### src/rtl/reg_share_arbiter_if.sv
// Handshake bundle between two write requesters, a preset source
// and the shared-register arbiter.
interface reg_share_arbiter_if #(
    parameter int WIDTH = 8
);
    logic             req0;
    logic             req1;
    logic [WIDTH-1:0] data0;
    logic [WIDTH-1:0] data1;
    logic             preset_req;
    logic             gnt0;
    logic             gnt1;
    logic             ack0;
    logic             ack1;
    logic             preset_ack;
    logic [WIDTH-1:0] q;
    logic             busy;
    logic [7:0]       wr_count;

    modport master (
        output req0, req1, data0, data1, preset_req,
        input  gnt0, gnt1, ack0, ack1, preset_ack,
        input  q, busy, wr_count
    );

    modport slave (
        input  req0, req1, data0, data1, preset_req,
        output gnt0, gnt1, ack0, ack1, preset_ack,
        output q, busy, wr_count
    );
endinterface

### src/rtl/reg_share_arbiter.sv
// Round-robin arbiter owning one shared register with a preset path.
// Every output is driven straight from a flop.
module reg_share_arbiter #(
    parameter int               WIDTH      = 8,
    parameter logic [WIDTH-1:0] PRESET_VAL = {WIDTH{1'b1}}
) (
    input  logic                clk,
    input  logic                rst,
    reg_share_arbiter_if.slave  bus
);

    typedef enum logic [1:0] {
        IDLE,
        LOAD,
        DONE,
        PRE
    } state_t;

    state_t           state_q, state_d;
    logic [WIDTH-1:0] q_q, q_d;
    logic             gnt0_q, gnt0_d;
    logic             gnt1_q, gnt1_d;
    logic             ack0_q, ack0_d;
    logic             ack1_q, ack1_d;
    logic             pack_q, pack_d;
    logic             busy_q, busy_d;
    logic [7:0]       cnt_q, cnt_d;
    logic             last_q, last_d;
    logic             win_q, win_d;
    logic             pick;

    // On contention the requester that did not win last time goes next.
    assign pick = (bus.req0 && bus.req1) ? ~last_q : bus.req1;

    always_comb begin
        state_d = state_q;
        q_d     = q_q;
        gnt0_d  = 1'b0;
        gnt1_d  = 1'b0;
        ack0_d  = 1'b0;
        ack1_d  = 1'b0;
        pack_d  = 1'b0;
        cnt_d   = cnt_q;
        last_d  = last_q;
        win_d   = win_q;
        unique case (state_q)
            IDLE: begin
                if (bus.preset_req) begin
                    state_d = PRE;
                    q_d     = PRESET_VAL;
                    pack_d  = 1'b1;
                end else if (bus.req0 || bus.req1) begin
                    state_d = LOAD;
                    win_d   = pick;
                    gnt0_d  = ~pick;
                    gnt1_d  = pick;
                end
            end
            LOAD: begin
                state_d = DONE;
                q_d     = win_q ? bus.data1 : bus.data0;
                ack0_d  = ~win_q;
                ack1_d  = win_q;
            end
            DONE: begin
                state_d = IDLE;
                last_d  = win_q;
                cnt_d   = cnt_q + 8'd1;
            end
            PRE: begin
                state_d = IDLE;
                cnt_d   = cnt_q + 8'd1;
            end
            default: state_d = IDLE;
        endcase
        busy_d = (state_d != IDLE);
    end

    always_ff @(posedge clk) begin
        if (rst) begin
            state_q <= IDLE;
            q_q     <= PRESET_VAL;
            gnt0_q  <= 1'b0;
            gnt1_q  <= 1'b0;
            ack0_q  <= 1'b0;
            ack1_q  <= 1'b0;
            pack_q  <= 1'b0;
            busy_q  <= 1'b0;
            cnt_q   <= 8'd0;
            last_q  <= 1'b1;
            win_q   <= 1'b0;
        end else begin
            state_q <= state_d;
            q_q     <= q_d;
            gnt0_q  <= gnt0_d;
            gnt1_q  <= gnt1_d;
            ack0_q  <= ack0_d;
            ack1_q  <= ack1_d;
            pack_q  <= pack_d;
            busy_q  <= busy_d;
            cnt_q   <= cnt_d;
            last_q  <= last_d;
            win_q   <= win_d;
        end
    end

    assign bus.q          = q_q;
    assign bus.gnt0       = gnt0_q;
    assign bus.gnt1       = gnt1_q;
    assign bus.ack0       = ack0_q;
    assign bus.ack1       = ack1_q;
    assign bus.preset_ack = pack_q;
    assign bus.busy       = busy_q;
    assign bus.wr_count   = cnt_q;

endmodule

### src/flat_wrapper.sv
// flat-port wrapper written by rule: the top's interface ports become plain ports
module reg_share_arbiter_flat 
#(
    parameter int               WIDTH      = 8,
    parameter logic [WIDTH-1:0] PRESET_VAL = {WIDTH{1'b1}}
)
  (clk, rst, bus_req0, bus_req1, bus_data0, bus_data1, bus_preset_req, bus_gnt0, bus_gnt1, bus_ack0, bus_ack1, bus_preset_ack, bus_q, bus_busy, bus_wr_count);
  reg_share_arbiter_if #(.WIDTH(WIDTH)) bus_i ();
  input  logic clk;
  input  logic rst;
  input wire logic [$bits(bus_i.req0)-1:0] bus_req0;
  input wire logic [$bits(bus_i.req1)-1:0] bus_req1;
  input wire logic [$bits(bus_i.data0)-1:0] bus_data0;
  input wire logic [$bits(bus_i.data1)-1:0] bus_data1;
  input wire logic [$bits(bus_i.preset_req)-1:0] bus_preset_req;
  output wire logic [$bits(bus_i.gnt0)-1:0] bus_gnt0;
  output wire logic [$bits(bus_i.gnt1)-1:0] bus_gnt1;
  output wire logic [$bits(bus_i.ack0)-1:0] bus_ack0;
  output wire logic [$bits(bus_i.ack1)-1:0] bus_ack1;
  output wire logic [$bits(bus_i.preset_ack)-1:0] bus_preset_ack;
  output wire logic [$bits(bus_i.q)-1:0] bus_q;
  output wire logic [$bits(bus_i.busy)-1:0] bus_busy;
  output wire logic [$bits(bus_i.wr_count)-1:0] bus_wr_count;
  assign bus_i.req0 = bus_req0;
  assign bus_i.req1 = bus_req1;
  assign bus_i.data0 = bus_data0;
  assign bus_i.data1 = bus_data1;
  assign bus_i.preset_req = bus_preset_req;
  assign bus_gnt0 = bus_i.gnt0;
  assign bus_gnt1 = bus_i.gnt1;
  assign bus_ack0 = bus_i.ack0;
  assign bus_ack1 = bus_i.ack1;
  assign bus_preset_ack = bus_i.preset_ack;
  assign bus_q = bus_i.q;
  assign bus_busy = bus_i.busy;
  assign bus_wr_count = bus_i.wr_count;
  reg_share_arbiter #(.WIDTH(WIDTH), .PRESET_VAL(PRESET_VAL)) u_core (.clk(clk), .rst(rst), .bus(bus_i));
endmodule
### config.mk
export PLATFORM = sky130hd
export DESIGN_NAME = reg_share_arbiter_flat
export DESIGN_NICKNAME = d
export VERILOG_FILES = /design/src/rtl/reg_share_arbiter_if.sv /design/src/rtl/reg_share_arbiter.sv /design/src/flat_wrapper.sv
export SDC_FILE = /design/constraint.sdc
export NUM_CORES = 1
export LEC_CHECK = 0
export BUFFER_PORTS_ARGS = -buffer_cell sky130_fd_sc_hd__buf_4
export CAP_MARGIN = 5
export CORE_AREA = 2 2 58 60
export DETAILED_ROUTE_END_ITERATION = 7
export DIE_AREA = 0 0 60 62
export GPL_TIMING_DRIVEN = 1
export PLACE_DENSITY = 0.61
export SETUP_SLACK_MARGIN = 0.3
export SYNTH_ARGS = -nofsm -noshare
export SYNTH_HDL_FRONTEND = slang
export SYNTH_SLANG_ARGS = --single-unit
### constraint.sdc
create_clock -name clk -period 1.5 [get_ports clk]
set_clock_uncertainty 0.2 [all_clocks]
set_input_delay 0.225 -clock clk [delete_from_list [all_inputs] [get_ports clk]]
set_output_delay 0.225 -clock clk [all_outputs]
set_load 0.01 [all_outputs]
==> results.cfg <==
[route]
avgRoutedWirePerCell_um = 12.1
first_iter_violations = 52
drc_errors = 0
routed_wl_um = 2560
vias = 996
firstDrtPassIters = 2
ant_nets = 0
via_per_inst = 4.72

[synth]
avgSynthCellArea_um2 = 9.84
synth_cell_types = 30
syn-cell-area_um2 = 1030
yosys_warnings = 0
synth.net_count = 127
yosysSeqAreaShare_pct = 50.4
netlist_instances = 105
ys_ff_latch = 26

[floorplanning]
boundaryPins = 43
start_util_pct = 32.5
die_w_um = 60
die_h_um = 62
rows = 21
dieArea_um2 = 3720
coreArea_um2 = 3180

[layout]
antennaDiodeCount = 0
nets = 188
syn_to_final_growth_pct = 76.8
nFillCells = 289
stdcell_count = 211
fin_util_pct = 57.5
drive_gt1_share_pct = 66.1

[sta]
min_period_ps = 1390
drv_slew = 0
relSlewSlack_pct = 77.3
hold_viol_final = 10
max_freq_mhz = 717
finalSetupViolCount = 0
holdWs_ps = -32.9
worst_slew_pin_slew_ps = 336
rsz0062_at_grt = true
period_share_pct = 93.0
fin_ws_ps = 106

[global_routing]
grt_pass1_wl_um = 3870
grt_max_degree = 18
grt_pass1_vias = 929
overflow = 0
track_usage_pct = 13.9
antenna_found_initial = 0

[outcome]
failed_checks = negative hold slack
status = finished with violations

[placement]
port_buffers = 42
place_ws_ps = -31.9
gp_congestion = 0.747
dp.cells = 189
hpwl_um = 1680

[hold_path]
hold_path_depth = 2
hp-class = input port to flip-flop
hold_end = u_core.bus.wr_count[6]
holdCritStartpoint = rst

[clock_network]
hold_buffers = 3
clockBufferDepth = 2
clock_sinks = 26
root_buffer = clkbuf_4
clk_latency_ps = 320
numCtsBuffers = 3
cts_htree_levels = 1
cts_tree = built
clk_pin_slew_worst_paths_ps = 140

[worst_setup_path]
timing.rr.start = u_core.state_q[1]
startpoint = u_core.state_q[1]
cp-start-kind = flip-flop
r2r_cells = 4
cpPeakStageDelay_ps = 400
criticalPathCategory = flip-flop to flip-flop
cp_slowest_cell = dfxtp_4
worstPathMaxFanout = 9
cp_data_required_time_ps = 1570
arrival_ps = 1460
end_kind = flip-flop
ff2ff_setup_slack_ps = 110
crit_buf_inv = 1
regToRegEndpoint = u_core.win_q
cp.depth = 4
path_cells = buf_4, nor4_1, and3_1, a31o_1
cpLargestDelayFamily = simple AND/OR/NAND/NOR gates

[pwr]
vdd_drop_max_uv = 502
p_per_area_nw_per_um2 = 776
p_leak_uw = 0.000763

[job]
maxCapViolations = 0
## worst reg2reg max path: cells and delay by family (launching register included)
kind / cells / cell delay, ps
and+or+nand+nor: 2 / 510
DFF: 1 / 400
buffers and inverters: 1 / 140
AOI/OAI and AO/OA: 1 / 110
## power by group
part	switching (µW)	internal, µW	leakage (µW)
registers	34.7	720	0.000219
clock network	204	148	0.0000210
logic	118	193	0.000523
## what timing repair did
item / 4_1_cts / 5_1_grt
setup buffers: 11 / 4
setup endpoints to repair: 36 / 39
endpoints found under the hold margin: 14 / 10
pin swaps: 1 / 2
gates resized for setup: 52 / 14
## per-stage QoR
stage / TNS (ps) / area (µm²) / total power (µW)
after floorplan: 0 / 1070 / 884
final: 0 / 1830 / 1420
after detailed placement: -58.5 / 1430 / 986
after global placement: 0 / 1430 / 979
after CTS: 0 / 1750 / 1410
after global routing: 0 / 1830 / 1490
## routing by layer
metal  part of all wire [%]  global-route usage (%)  wire (µm)  up-vias
li1                       -                       -          -      498
met1                     40                    14.2       1020      464
met2                     54                    26.7       1380       30
met3                    5.0                    3.73        129        4
met4                    1.3                    5.71         34        0
met5                      0                       0          0        -
## registers in the layout, indices dropped and copies added, names as in the netlist
signal,count
u_core.bus.ack0,1
u_core.bus.gnt1,1
u_core.state_q,2
u_core.bus.q,8
u_core.bus.wr_count,8
u_core.bus.ack1,1
u_core.bus.preset_ack,1
u_core.bus.busy,1
u_core.win_q,1
u_core.last_q,1
u_core.bus.gnt0,1
## worst max path at each step
stage	endpoint	slack (ps)
after detailed placement	u_core.bus.q[0]	-30
after global routing	u_core.win_q	30
final	u_core.win_q	110
after CTS	u_core.bus.wr_count[5]	120
after floorplan	u_core.win_q	190
after global placement	u_core.bus.q[0]	50
## cell type report
type | instances | area (µm²) | area share [%]
repair buffers | 62 | 568 | 31.1
well taps | 46 | 57.6 | 3.15
inverters | 1 | 3.75 | 0.205
flip-flops and latches | 26 | 574 | 31.4
clock buffers | 4 | 36.3 | 1.99
multi-input cells | 72 | 587 | 32.1
## cells by family after synthesis
kind of cell               count (synthesis)  synth area share, %
AOI/OAI and AO/OA                         18                 11.1
xor gates and xnor gates                   4                 3.39
adders and majority gates                  1                 1.21
buffers and inverters                      7                 2.90
DFF                                       26                 50.4
muxes                                     10                 10.7
and+or+nand+nor                           39                 20.3
## cell usage after synthesis
cell      instances  share of area [%]
dfxtp_1          26                 50
nand2_1          10                3.6
mux2_2            8                8.7
o22ai_1           8                4.8
nor2_1            7                2.5
nand2b_1          5                3.0
a21oi_1           3                1.5
buf_2             3                1.5
clkbuf_1          3                1.1
o21ai_0           3                1.5
or3_1             3                1.8
xor2_1            3                2.5
and3_1            2                1.2
mux2i_1           2                1.9
nand3_1           2               0.97
nand4_1           2                1.2
nor3_1            2               0.97
a211oi_1          1               0.73
a31o_1            1               0.85
and2_1            1               0.61
ha_1              1                1.2
inv_1             1               0.36
nand4_2           1                1.2
nor4_1            1               0.61
nor4b_1           1               0.85
nor4bb_1          1               0.97
o21ba_2           1               0.97
o31a_1            1               0.85
or4_1             1               0.73
xnor2_1           1               0.85
## cell usage in the layout, fill, tap and decap left out, types with 3 or more instances in the layout
cell | netlist | layout
dfxtp_4 | 0 | 9
clkbuf_4 | 0 | 3
nand2b_1 | 5 | 4
or3_1 | 3 | 3
o22ai_2 | 0 | 8
dfxtp_2 | 0 | 16
dlygate4sd3_1 | 0 | 3
buf_6 | 0 | 22
mux2_4 | 0 | 8
nor2_1 | 7 | 7
o21ai_0 | 3 | 3
buf_4 | 0 | 36
nand2_1 | 10 | 10
xor2_1 | 3 | 3
Power figures use the tool's default switching activity.
